===== config.mk =====
export PLATFORM = sky130hd
export DESIGN_NAME = decode_stage_flat
export DESIGN_NICKNAME = d
export VERILOG_FILES = /design/src/rtl/decode_stage_if.sv /design/src/rtl/decode_stage.sv /design/src/flat_wrapper.sv
export SDC_FILE = /design/constraint.sdc
export NUM_CORES = 1
export LEC_CHECK = 0
export ABC_CLOCK_PERIOD_IN_PS = 2200
export CAP_MARGIN = 10
export CORE_MARGIN = 10
export CORE_UTILIZATION = 41
export CTS_CLUSTER_DIAMETER = 80
export DETAILED_ROUTE_END_ITERATION = 16
export PLACE_DENSITY = 0.84
export SYNTH_ARGS = -nofsm -noshare
export SYNTH_HDL_FRONTEND = slang
export SYNTH_SLANG_ARGS = --single-unit
export TNS_END_PERCENT = 20

===== constraint.sdc =====
create_clock -name clock -period 2.2 [get_ports clock]
set_input_delay 0.33 -clock clock [delete_from_list [all_inputs] [get_ports clock]]
set_output_delay 0.33 -clock clock [all_outputs]
set_load 0.005 [all_outputs]

===== src/rtl/decode_stage_if.sv =====
// Fetch/decode/execute handshake and control-bundle signals for decode_stage.
// slave: decode stage view (accepts from fetch, produces the bundle).
// master: surrounding pipeline view (fetch + execute).
interface decode_stage_if #(
    parameter int ADDRESS_BITS  = 32,
    parameter int ALU_CTRL_BITS = 6
);
    logic                     in_valid;
    logic                     in_ready;
    logic [ADDRESS_BITS-1:0]  in_PC;
    logic [31:0]              instruction;
    logic                     flush;
    logic                     out_valid;
    logic                     out_ready;
    logic [ADDRESS_BITS-1:0]  out_PC;
    logic [4:0]               read_sel1;
    logic [4:0]               read_sel2;
    logic [4:0]               rd;
    logic [2:0]               funct3;
    logic [6:0]               funct7;
    logic [31:0]              imm32;
    logic                     wEn;
    logic                     mem_wEn;
    logic                     branch_op;
    logic                     op_B_sel;
    logic                     wb_sel;
    logic                     load_extend_sign;
    logic [1:0]               op_A_sel;
    logic [ALU_CTRL_BITS-1:0] ALU_Control;
    logic [1:0]               MemSize;
    logic                     illegal;

    modport slave (
        input  in_valid, in_PC, instruction, flush, out_ready,
        output in_ready, out_valid, out_PC, read_sel1, read_sel2, rd,
               funct3, funct7, imm32, wEn, mem_wEn, branch_op, op_B_sel,
               wb_sel, load_extend_sign, op_A_sel, ALU_Control, MemSize, illegal
    );

    modport master (
        output in_valid, in_PC, instruction, flush, out_ready,
        input  in_ready, out_valid, out_PC, read_sel1, read_sel2, rd,
               funct3, funct7, imm32, wEn, mem_wEn, branch_op, op_B_sel,
               wb_sel, load_extend_sign, op_A_sel, ALU_Control, MemSize, illegal
    );
endinterface


===== src/rtl/decode_stage.sv =====
// RV32I decode stage: combinational decode into a one-entry registered
// control bundle with valid/ready flow control, load-use bubble and flush.
// Optional feature macro: DECODE_RV32M_EN (RV32M multiply/divide decode).
`ifndef ADD
`define ADD     6'h00
`define SUB     6'h01
`define SLL     6'h02
`define SLT     6'h03
`define SLTU    6'h04
`define XOR     6'h05
`define SRL     6'h06
`define SRA     6'h07
`define OR      6'h08
`define AND     6'h09
`define BEQ     6'h0A
`define BNE     6'h0B
`define BLT     6'h0C
`define BGE     6'h0D
`define BLTU    6'h0E
`define BGEU    6'h0F
`define JAL     6'h10
`define JALR    6'h11
`define MUL     6'h18
`define MULH    6'h19
`define MULHSU  6'h1A
`define MULHU   6'h1B
`define DIV     6'h1C
`define DIVU    6'h1D
`define REM     6'h1E
`define REMU    6'h1F
`define DEFAULT 6'h3F
`endif
`ifndef SIZE_BYTE
`define SIZE_BYTE  2'd0
`define SIZE_HWORD 2'd1
`define SIZE_WORD  2'd2
`endif

module decode_stage #(
    parameter int ADDRESS_BITS  = 32,
    parameter int ALU_CTRL_BITS = 6
) (
    input  logic               clock,
    input  logic               reset_n,
    decode_stage_if.slave      bus
);

    typedef enum logic [6:0] {
        OPC_LUI    = 7'b0110111,
        OPC_AUIPC  = 7'b0010111,
        OPC_JAL    = 7'b1101111,
        OPC_JALR   = 7'b1100111,
        OPC_BRANCH = 7'b1100011,
        OPC_LOAD   = 7'b0000011,
        OPC_STORE  = 7'b0100011,
        OPC_OPIMM  = 7'b0010011,
        OPC_OP     = 7'b0110011
    } opcode_e;

    typedef struct packed {
        logic [4:0]               read_sel1;
        logic [4:0]               read_sel2;
        logic [4:0]               rd;
        logic [2:0]               funct3;
        logic [6:0]               funct7;
        logic [31:0]              imm32;
        logic                     wEn;
        logic                     mem_wEn;
        logic                     branch_op;
        logic                     op_B_sel;
        logic                     wb_sel;
        logic                     load_extend_sign;
        logic [1:0]               op_A_sel;
        logic [ALU_CTRL_BITS-1:0] ALU_Control;
        logic [1:0]               MemSize;
        logic                     illegal;
    } bundle_t;

    function automatic logic [ALU_CTRL_BITS-1:0] alu(input logic [5:0] code);
        return ALU_CTRL_BITS'(code);
    endfunction

    logic [31:0]             ins;
    opcode_e                 opcode;
    logic [2:0]              f3;
    logic [6:0]              f7;
    logic [31:0]             imm_i, imm_s, imm_b, imm_u, imm_j, imm_sh;
    bundle_t                 dec;
    logic                    uses_rs1, uses_rs2;
    logic                    hazard, accept;
    logic                    valid_q;
    logic [ADDRESS_BITS-1:0] pc_q;
    bundle_t                 bundle_q;

    assign ins    = bus.instruction;
    assign opcode = opcode_e'(ins[6:0]);
    assign f3     = ins[14:12];
    assign f7     = ins[31:25];
    assign imm_i  = {{20{ins[31]}}, ins[31:20]};
    assign imm_s  = {{20{ins[31]}}, ins[31:25], ins[11:7]};
    assign imm_b  = {{19{ins[31]}}, ins[31], ins[7], ins[30:25], ins[11:8], 1'b0};
    assign imm_u  = {ins[31:12], 12'b0};
    assign imm_j  = {{11{ins[31]}}, ins[31], ins[19:12], ins[20], ins[30:21], 1'b0};
    assign imm_sh = {27'b0, ins[24:20]};

    // Decode the incoming instruction into a fully defined control bundle.
    always_comb begin
        dec                  = '0;
        dec.read_sel1        = ins[19:15];
        dec.read_sel2        = ins[24:20];
        dec.rd               = ins[11:7];
        dec.funct3           = f3;
        dec.funct7           = f7;
        dec.MemSize          = `SIZE_WORD;
        dec.load_extend_sign = 1'b1;
        dec.ALU_Control      = alu(`DEFAULT);
        dec.op_A_sel         = 2'b00;
        uses_rs1             = 1'b0;
        uses_rs2             = 1'b0;
        case (opcode)
            OPC_LUI: begin
                dec.wEn = 1'b1; dec.op_A_sel = 2'b11; dec.op_B_sel = 1'b1;
                dec.imm32 = imm_u; dec.ALU_Control = alu(`ADD);
            end
            OPC_AUIPC: begin
                dec.wEn = 1'b1; dec.op_A_sel = 2'b01; dec.op_B_sel = 1'b1;
                dec.imm32 = imm_u; dec.ALU_Control = alu(`ADD);
            end
            OPC_JAL: begin
                dec.wEn = 1'b1; dec.op_A_sel = 2'b10;
                dec.imm32 = imm_j; dec.ALU_Control = alu(`JAL);
            end
            OPC_JALR: begin
                uses_rs1 = 1'b1;
                dec.wEn = 1'b1; dec.op_A_sel = 2'b10; dec.op_B_sel = 1'b1;
                dec.imm32 = imm_i; dec.ALU_Control = alu(`JALR);
                if (f3 != 3'b000) dec.illegal = 1'b1;
            end
            OPC_BRANCH: begin
                uses_rs1 = 1'b1; uses_rs2 = 1'b1;
                dec.branch_op = 1'b1; dec.imm32 = imm_b;
                case (f3)
                    3'b000:  dec.ALU_Control = alu(`BEQ);
                    3'b001:  dec.ALU_Control = alu(`BNE);
                    3'b100:  dec.ALU_Control = alu(`BLT);
                    3'b101:  dec.ALU_Control = alu(`BGE);
                    3'b110:  dec.ALU_Control = alu(`BLTU);
                    3'b111:  dec.ALU_Control = alu(`BGEU);
                    default: dec.illegal = 1'b1;
                endcase
            end
            OPC_LOAD: begin
                uses_rs1 = 1'b1;
                dec.wEn = 1'b1; dec.wb_sel = 1'b1; dec.op_B_sel = 1'b1;
                dec.imm32 = imm_i; dec.ALU_Control = alu(`ADD);
                case (f3)
                    3'b000:  dec.MemSize = `SIZE_BYTE;
                    3'b001:  dec.MemSize = `SIZE_HWORD;
                    3'b010:  dec.MemSize = `SIZE_WORD;
                    3'b100:  begin dec.MemSize = `SIZE_BYTE;  dec.load_extend_sign = 1'b0; end
                    3'b101:  begin dec.MemSize = `SIZE_HWORD; dec.load_extend_sign = 1'b0; end
                    default: dec.illegal = 1'b1;
                endcase
            end
            OPC_STORE: begin
                uses_rs1 = 1'b1; uses_rs2 = 1'b1;
                dec.mem_wEn = 1'b1; dec.op_B_sel = 1'b1;
                dec.imm32 = imm_s; dec.ALU_Control = alu(`ADD);
                case (f3)
                    3'b000:  dec.MemSize = `SIZE_BYTE;
                    3'b001:  dec.MemSize = `SIZE_HWORD;
                    3'b010:  dec.MemSize = `SIZE_WORD;
                    default: dec.illegal = 1'b1;
                endcase
            end
            OPC_OPIMM: begin
                uses_rs1 = 1'b1;
                dec.wEn = 1'b1; dec.op_B_sel = 1'b1; dec.imm32 = imm_i;
                case (f3)
                    3'b000: dec.ALU_Control = alu(`ADD);
                    3'b010: dec.ALU_Control = alu(`SLT);
                    3'b011: dec.ALU_Control = alu(`SLTU);
                    3'b100: dec.ALU_Control = alu(`XOR);
                    3'b110: dec.ALU_Control = alu(`OR);
                    3'b111: dec.ALU_Control = alu(`AND);
                    3'b001: begin
                        dec.imm32 = imm_sh; dec.ALU_Control = alu(`SLL);
                        if (f7 != 7'b0000000) dec.illegal = 1'b1;
                    end
                    default: begin
                        dec.imm32 = imm_sh;
                        if (f7 == 7'b0000000)      dec.ALU_Control = alu(`SRL);
                        else if (f7 == 7'b0100000) dec.ALU_Control = alu(`SRA);
                        else                       dec.illegal = 1'b1;
                    end
                endcase
            end
            OPC_OP: begin
                uses_rs1 = 1'b1; uses_rs2 = 1'b1;
                dec.wEn = 1'b1;
                if (f7 == 7'b0000000) begin
                    case (f3)
                        3'b000:  dec.ALU_Control = alu(`ADD);
                        3'b001:  dec.ALU_Control = alu(`SLL);
                        3'b010:  dec.ALU_Control = alu(`SLT);
                        3'b011:  dec.ALU_Control = alu(`SLTU);
                        3'b100:  dec.ALU_Control = alu(`XOR);
                        3'b101:  dec.ALU_Control = alu(`SRL);
                        3'b110:  dec.ALU_Control = alu(`OR);
                        default: dec.ALU_Control = alu(`AND);
                    endcase
                end else if (f7 == 7'b0100000) begin
                    case (f3)
                        3'b000:  dec.ALU_Control = alu(`SUB);
                        3'b101:  dec.ALU_Control = alu(`SRA);
                        default: dec.illegal = 1'b1;
                    endcase
                end
`ifdef DECODE_RV32M_EN
                else if (f7 == 7'b0000001) begin
                    case (f3)
                        3'b000:  dec.ALU_Control = alu(`MUL);
                        3'b001:  dec.ALU_Control = alu(`MULH);
                        3'b010:  dec.ALU_Control = alu(`MULHSU);
                        3'b011:  dec.ALU_Control = alu(`MULHU);
                        3'b100:  dec.ALU_Control = alu(`DIV);
                        3'b101:  dec.ALU_Control = alu(`DIVU);
                        3'b110:  dec.ALU_Control = alu(`REM);
                        default: dec.ALU_Control = alu(`REMU);
                    endcase
                end
`endif
                else begin
                    dec.illegal = 1'b1;
                end
            end
            default: dec.illegal = 1'b1;
        endcase
        if (dec.illegal) begin
            dec.wEn         = 1'b0;
            dec.mem_wEn     = 1'b0;
            dec.branch_op   = 1'b0;
            dec.wb_sel      = 1'b0;
            dec.ALU_Control = alu(`DEFAULT);
        end
        if (dec.rd == 5'd0) dec.wEn = 1'b0;
    end

    // Load-use hazard against the held bundle, and the input handshake.
    always_comb begin
        hazard = valid_q & bundle_q.wb_sel & bundle_q.wEn & bus.in_valid &
                 ((uses_rs1 & (dec.read_sel1 == bundle_q.rd)) |
                  (uses_rs2 & (dec.read_sel2 == bundle_q.rd)));
        bus.in_ready = bus.flush | ((~valid_q | bus.out_ready) & ~hazard);
        accept = bus.in_valid & bus.in_ready;
    end

    // One-entry pipeline register; flush outranks accept, accept outranks drain.
    always_ff @(posedge clock or negedge reset_n) begin
        if (!reset_n) begin
            valid_q              <= 1'b0;
            pc_q                 <= '0;
            bundle_q             <= '0;
            bundle_q.ALU_Control <= alu(`DEFAULT);
        end else if (bus.flush) begin
            valid_q <= 1'b0;
        end else if (accept) begin
            valid_q  <= 1'b1;
            pc_q     <= bus.in_PC;
            bundle_q <= dec;
        end else if (bus.out_ready) begin
            valid_q <= 1'b0;
        end
    end

    assign bus.out_valid        = valid_q;
    assign bus.out_PC           = pc_q;
    assign bus.read_sel1        = bundle_q.read_sel1;
    assign bus.read_sel2        = bundle_q.read_sel2;
    assign bus.rd               = bundle_q.rd;
    assign bus.funct3           = bundle_q.funct3;
    assign bus.funct7           = bundle_q.funct7;
    assign bus.imm32            = bundle_q.imm32;
    assign bus.wEn              = bundle_q.wEn;
    assign bus.mem_wEn          = bundle_q.mem_wEn;
    assign bus.branch_op        = bundle_q.branch_op;
    assign bus.op_B_sel         = bundle_q.op_B_sel;
    assign bus.wb_sel           = bundle_q.wb_sel;
    assign bus.load_extend_sign = bundle_q.load_extend_sign;
    assign bus.op_A_sel         = bundle_q.op_A_sel;
    assign bus.ALU_Control      = bundle_q.ALU_Control;
    assign bus.MemSize          = bundle_q.MemSize;
    assign bus.illegal          = bundle_q.illegal;

endmodule


===== src/flat_wrapper.sv =====
// flat-port wrapper written by rule: the top's interface ports become plain ports
module decode_stage_flat 
#(
    parameter int ADDRESS_BITS  = 32,
    parameter int ALU_CTRL_BITS = 6
)
  (clock, reset_n, bus_in_valid, bus_in_PC, bus_instruction, bus_flush, bus_out_ready, bus_in_ready, bus_out_valid, bus_out_PC, bus_read_sel1, bus_read_sel2, bus_rd, bus_funct3, bus_funct7, bus_imm32, bus_wEn, bus_mem_wEn, bus_branch_op, bus_op_B_sel, bus_wb_sel, bus_load_extend_sign, bus_op_A_sel, bus_ALU_Control, bus_MemSize, bus_illegal);
  decode_stage_if #(.ADDRESS_BITS(ADDRESS_BITS), .ALU_CTRL_BITS(ALU_CTRL_BITS)) bus_i ();
  input  logic clock;
  input  logic reset_n;
  input wire logic [$bits(bus_i.in_valid)-1:0] bus_in_valid;
  input wire logic [$bits(bus_i.in_PC)-1:0] bus_in_PC;
  input wire logic [$bits(bus_i.instruction)-1:0] bus_instruction;
  input wire logic [$bits(bus_i.flush)-1:0] bus_flush;
  input wire logic [$bits(bus_i.out_ready)-1:0] bus_out_ready;
  output wire logic [$bits(bus_i.in_ready)-1:0] bus_in_ready;
  output wire logic [$bits(bus_i.out_valid)-1:0] bus_out_valid;
  output wire logic [$bits(bus_i.out_PC)-1:0] bus_out_PC;
  output wire logic [$bits(bus_i.read_sel1)-1:0] bus_read_sel1;
  output wire logic [$bits(bus_i.read_sel2)-1:0] bus_read_sel2;
  output wire logic [$bits(bus_i.rd)-1:0] bus_rd;
  output wire logic [$bits(bus_i.funct3)-1:0] bus_funct3;
  output wire logic [$bits(bus_i.funct7)-1:0] bus_funct7;
  output wire logic [$bits(bus_i.imm32)-1:0] bus_imm32;
  output wire logic [$bits(bus_i.wEn)-1:0] bus_wEn;
  output wire logic [$bits(bus_i.mem_wEn)-1:0] bus_mem_wEn;
  output wire logic [$bits(bus_i.branch_op)-1:0] bus_branch_op;
  output wire logic [$bits(bus_i.op_B_sel)-1:0] bus_op_B_sel;
  output wire logic [$bits(bus_i.wb_sel)-1:0] bus_wb_sel;
  output wire logic [$bits(bus_i.load_extend_sign)-1:0] bus_load_extend_sign;
  output wire logic [$bits(bus_i.op_A_sel)-1:0] bus_op_A_sel;
  output wire logic [$bits(bus_i.ALU_Control)-1:0] bus_ALU_Control;
  output wire logic [$bits(bus_i.MemSize)-1:0] bus_MemSize;
  output wire logic [$bits(bus_i.illegal)-1:0] bus_illegal;
  assign bus_i.in_valid = bus_in_valid;
  assign bus_i.in_PC = bus_in_PC;
  assign bus_i.instruction = bus_instruction;
  assign bus_i.flush = bus_flush;
  assign bus_i.out_ready = bus_out_ready;
  assign bus_in_ready = bus_i.in_ready;
  assign bus_out_valid = bus_i.out_valid;
  assign bus_out_PC = bus_i.out_PC;
  assign bus_read_sel1 = bus_i.read_sel1;
  assign bus_read_sel2 = bus_i.read_sel2;
  assign bus_rd = bus_i.rd;
  assign bus_funct3 = bus_i.funct3;
  assign bus_funct7 = bus_i.funct7;
  assign bus_imm32 = bus_i.imm32;
  assign bus_wEn = bus_i.wEn;
  assign bus_mem_wEn = bus_i.mem_wEn;
  assign bus_branch_op = bus_i.branch_op;
  assign bus_op_B_sel = bus_i.op_B_sel;
  assign bus_wb_sel = bus_i.wb_sel;
  assign bus_load_extend_sign = bus_i.load_extend_sign;
  assign bus_op_A_sel = bus_i.op_A_sel;
  assign bus_ALU_Control = bus_i.ALU_Control;
  assign bus_MemSize = bus_i.MemSize;
  assign bus_illegal = bus_i.illegal;
  decode_stage #(.ADDRESS_BITS(ADDRESS_BITS), .ALU_CTRL_BITS(ALU_CTRL_BITS)) u_core (.clock(clock), .reset_n(reset_n), .bus(bus_i));
endmodule

==> reports/metrics.csv <==
stage,metric,value,unit
timing,finalCritPeriodShare,108,%
placement,place_hpwl,13.0,mm
floorplan,num_rows,40,
timing,setup_viol,99,
synthesis,syn_inst,434,
finish,multi_input_area,2260,µm²
timing,slew_viol_final,0,
critical_path,critPathSlowestCell,dfrtp_1,
placement,io_buffer_count,176,
drt,ant_nets,0,
floorplan,initial_core_util,42.3,%
global_routing,grt_max_degree,53,
synthesis,synth_seq_cells,107,
floorplan,coreArea,12200,µm²
placement,place_area,7720,µm²
synthesis,synthArstFlopShare,100,%
clock_tree,cts.sinks,107,
clock_tree,cts_tree,done,
drt,drc_errors,0,
clock_tree,h-tree-depth,3,
timing,hold_viol,0,
critical_path,path_cells,"xor2_1, nor4_2, and4_1, o211ai_1, buf_4, a41o_4, buf_12, mux2_2",
placement,placed_cells_incl_taps,840,
run_status,status,"finished, violations left",
floorplan,io-pin-count,177,
global_routing,overflow,0,
global_routing,grt_use_total,18.9,%
global_routing,antenna_found_initial,1,
worst_hold_path,hold_class,in -> async,
timing,period_needed,2.38,ns
synthesis,yosysSeqAreaShare,52.2,%
critical_path,crit_start,u_core.bus.rd[3],
global_routing,grt_pass1_wl,26.7,mm
timing,whs,0.0208,ns
critical_path,crit_type,reg -> reg,
finish,drive_above_1_share,30.1,%
drt,drt_iter0_markers,203,
finish,num-fill-cells,933,
power,power_density,671,nW/µm²
critical_path,crit_fanout,24,
power,total_power,0.00544,W
synthesis,ys.flop_type,dfrtp_1,
drt,num_vias,4389,
clock_tree,cts_root_buf,clkbuf_16,
finish,final-instance-count-excl-fill,860,
floorplan,fp.dieH,132,µm
timing,tightest_slew,0.701,ns
critical_path,cp_top_family,compound AO/OA/AOI/OAI gates,
synthesis,ys_types,54,
global_routing,first_global_vias,4817,
critical_path,required,2.43,ns
run_status,violations,setup timing,
finish,seq_area,2690,µm²
synthesis,yosys_warnings,0,
critical_path,worst_setup_path_end_kind,flop,
floorplan,die_w,132,µm
timing,worst_clock_skew,0.00672,ns
finish,final_area,8110,µm²
critical_path,path_buf_inv,2,
timing,layout_setup_ws,-0.182,ns
synthesis,synth_area,5150,µm²
critical_path,timing.rr.start,u_core.bus.rd[3],
power,leakage,3.51,nW
synthesis,synth.avg_cell_area,11.9,µm²
power,ir_drop,460,µV
synthesis,synth_edf_count,0,
synthesis,syn-num-nets,503,
floorplan,die_area,17400,µm²
clock_tree,cts_max_path_buffers,2,
finish,area.growth.synth_to_final,57.5,%
timing,rsz0062_at_grt,yes,
clock_tree,cts_buffers,9,
timing,relSlewSlack,53.2,%
drt,drt_wl_total,16.6,mm
critical_path,max_stage_delay,0.40,ns
critical_path,arrival,2.61,ns
run,drv_cap,0,
placement,gp_congestion,0.885,
finish,fin_nets,755,
drt,viasPerCell,5.10,
drt,wire_per_inst,19.4,µm
clock_tree,clkLatencyLatePin,0.35,ns
timing,timing.fmax,0.420,GHz
drt,drtPass1Iterations,4,
critical_path,critPathLaunchType,flop,
clock_tree,cts_hold_buf,0,
clock_tree,clk_pin_slew,0.07,ns
[registers in the layout, indices dropped and copies added (netlist names), 2 cells and up]
signal and count:
u_core.bus.read_sel1 5, u_core.bus.ALU_Control 6, u_core.bus.out_PC 32, u_core.bus.rd 5, u_core.bus.imm32 32, u_core.bus.funct3 3
u_core.bus.op_A_sel 2, u_core.bus.read_sel2 5, u_core.bus.MemSize 2, u_core.bus.funct7 7
[report_power, final]
group,leakage [nW],internal [W],switching (W)
Sequential,1.33,0.00222,0.000150
Combinational,2.04,0.000957,0.000526
Clock,0.143,0.000880,0.000703
[kinds of logic after synthesis]
logic type | after synthesis | share of synthesized area (%)
compound gates | 68 | 8.73
xor+xnor | 11 | 1.87
buf+inv | 59 | 5.18
flops | 107 | 52.2
mux | 106 | 23.4
simple gates | 83 | 8.68
[synth_stat cells, drive strengths merged (4+ instances only)]
library cell,n,area (µm²)
dfrtp,101,2530
mux2,86,1000
inv,34,128
nand2,21,78.8
mux2i,20,200
a21oi,19,95.1
nor2,18,67.6
buf,17,109
o21ai,15,75.1
nand3,10,50.1
clkbuf,8,30.0
dfstp,6,158
xnor2,6,52.6
nor4,5,37.5
xor2,5,43.8
a22o,4,35.0
and3,4,25.0
nor3,4,20.0
[routing by layer]
layer | up-vias | GRT usage, % | part of all wire (%) | routed length, µm
met5 | - | 0 | 0 | 0
met4 | 0 | 5.25 | 1.4 | 236
met3 | 18 | 6.48 | 7.4 | 1230
met2 | 130 | 33.1 | 51 | 8570
met1 | 2199 | 21.2 | 40 | 6620
li1 | 2042 | - | - | -
[final cells by class]
class	count	share of cell area [%]
diodes	1	0.0309
clock buffers	11	2.87
multi-input cells	268	27.9
flip-flops and latches	107	33.1
clock inverters	5	0.664
repair buffers	266	31.3
inverters	34	1.57
well taps	168	2.59
[placed cells by master (no fill, tap or decap), types with 9 or more instances in the layout]
cell,count
a21oi_1,19
buf_4,80
clkbuf_16,9
clkdlybuf4s50_1,165
dfrtp_1,101
inv_1,34
mux2_2,69
mux2_4,17
mux2i_1,20
nand2_1,21
nand3_1,10
nor2_1,17
o21ai_0,14
[worst paths after layout]
check,to,slack (ns),cells after the start
min,u_core.bus.imm32[5],0.02,1
max reg2reg,u_core.bus.out_PC[1],-0.18,8
max in group asynchronous,u_core.bus.imm32[8],1.50,2
min reg2reg,u_core.bus.out_PC[14],0.50,1
min in group clock,u_core.bus.read_sel1[0],0.48,3
max,u_core.bus.out_PC[1],-0.18,8
[timing repair]
action                     in CTS  in global routing
setup buffers                   5                  0
pin swaps                       8                  5
setup endpoints to repair      98                102
cloned                          2                  0
gates resized for setup        23                 19
hold endpoints to repair        0                  0
[through the flow]
stage	setup WS, ns	setup TNS [ns]	utilization (%)
after floorplan	0.0478	0	-
after global placement	-0.607	-50.68	63.4
after detailed placement	-0.623	-52.97	63.4
after CTS	-0.162	-9.53	66.8
after global routing	-0.250	-19.53	66.7
final	-0.182	-12.09	66.7
No activity file was read; power rests on OpenSTA's default activity.
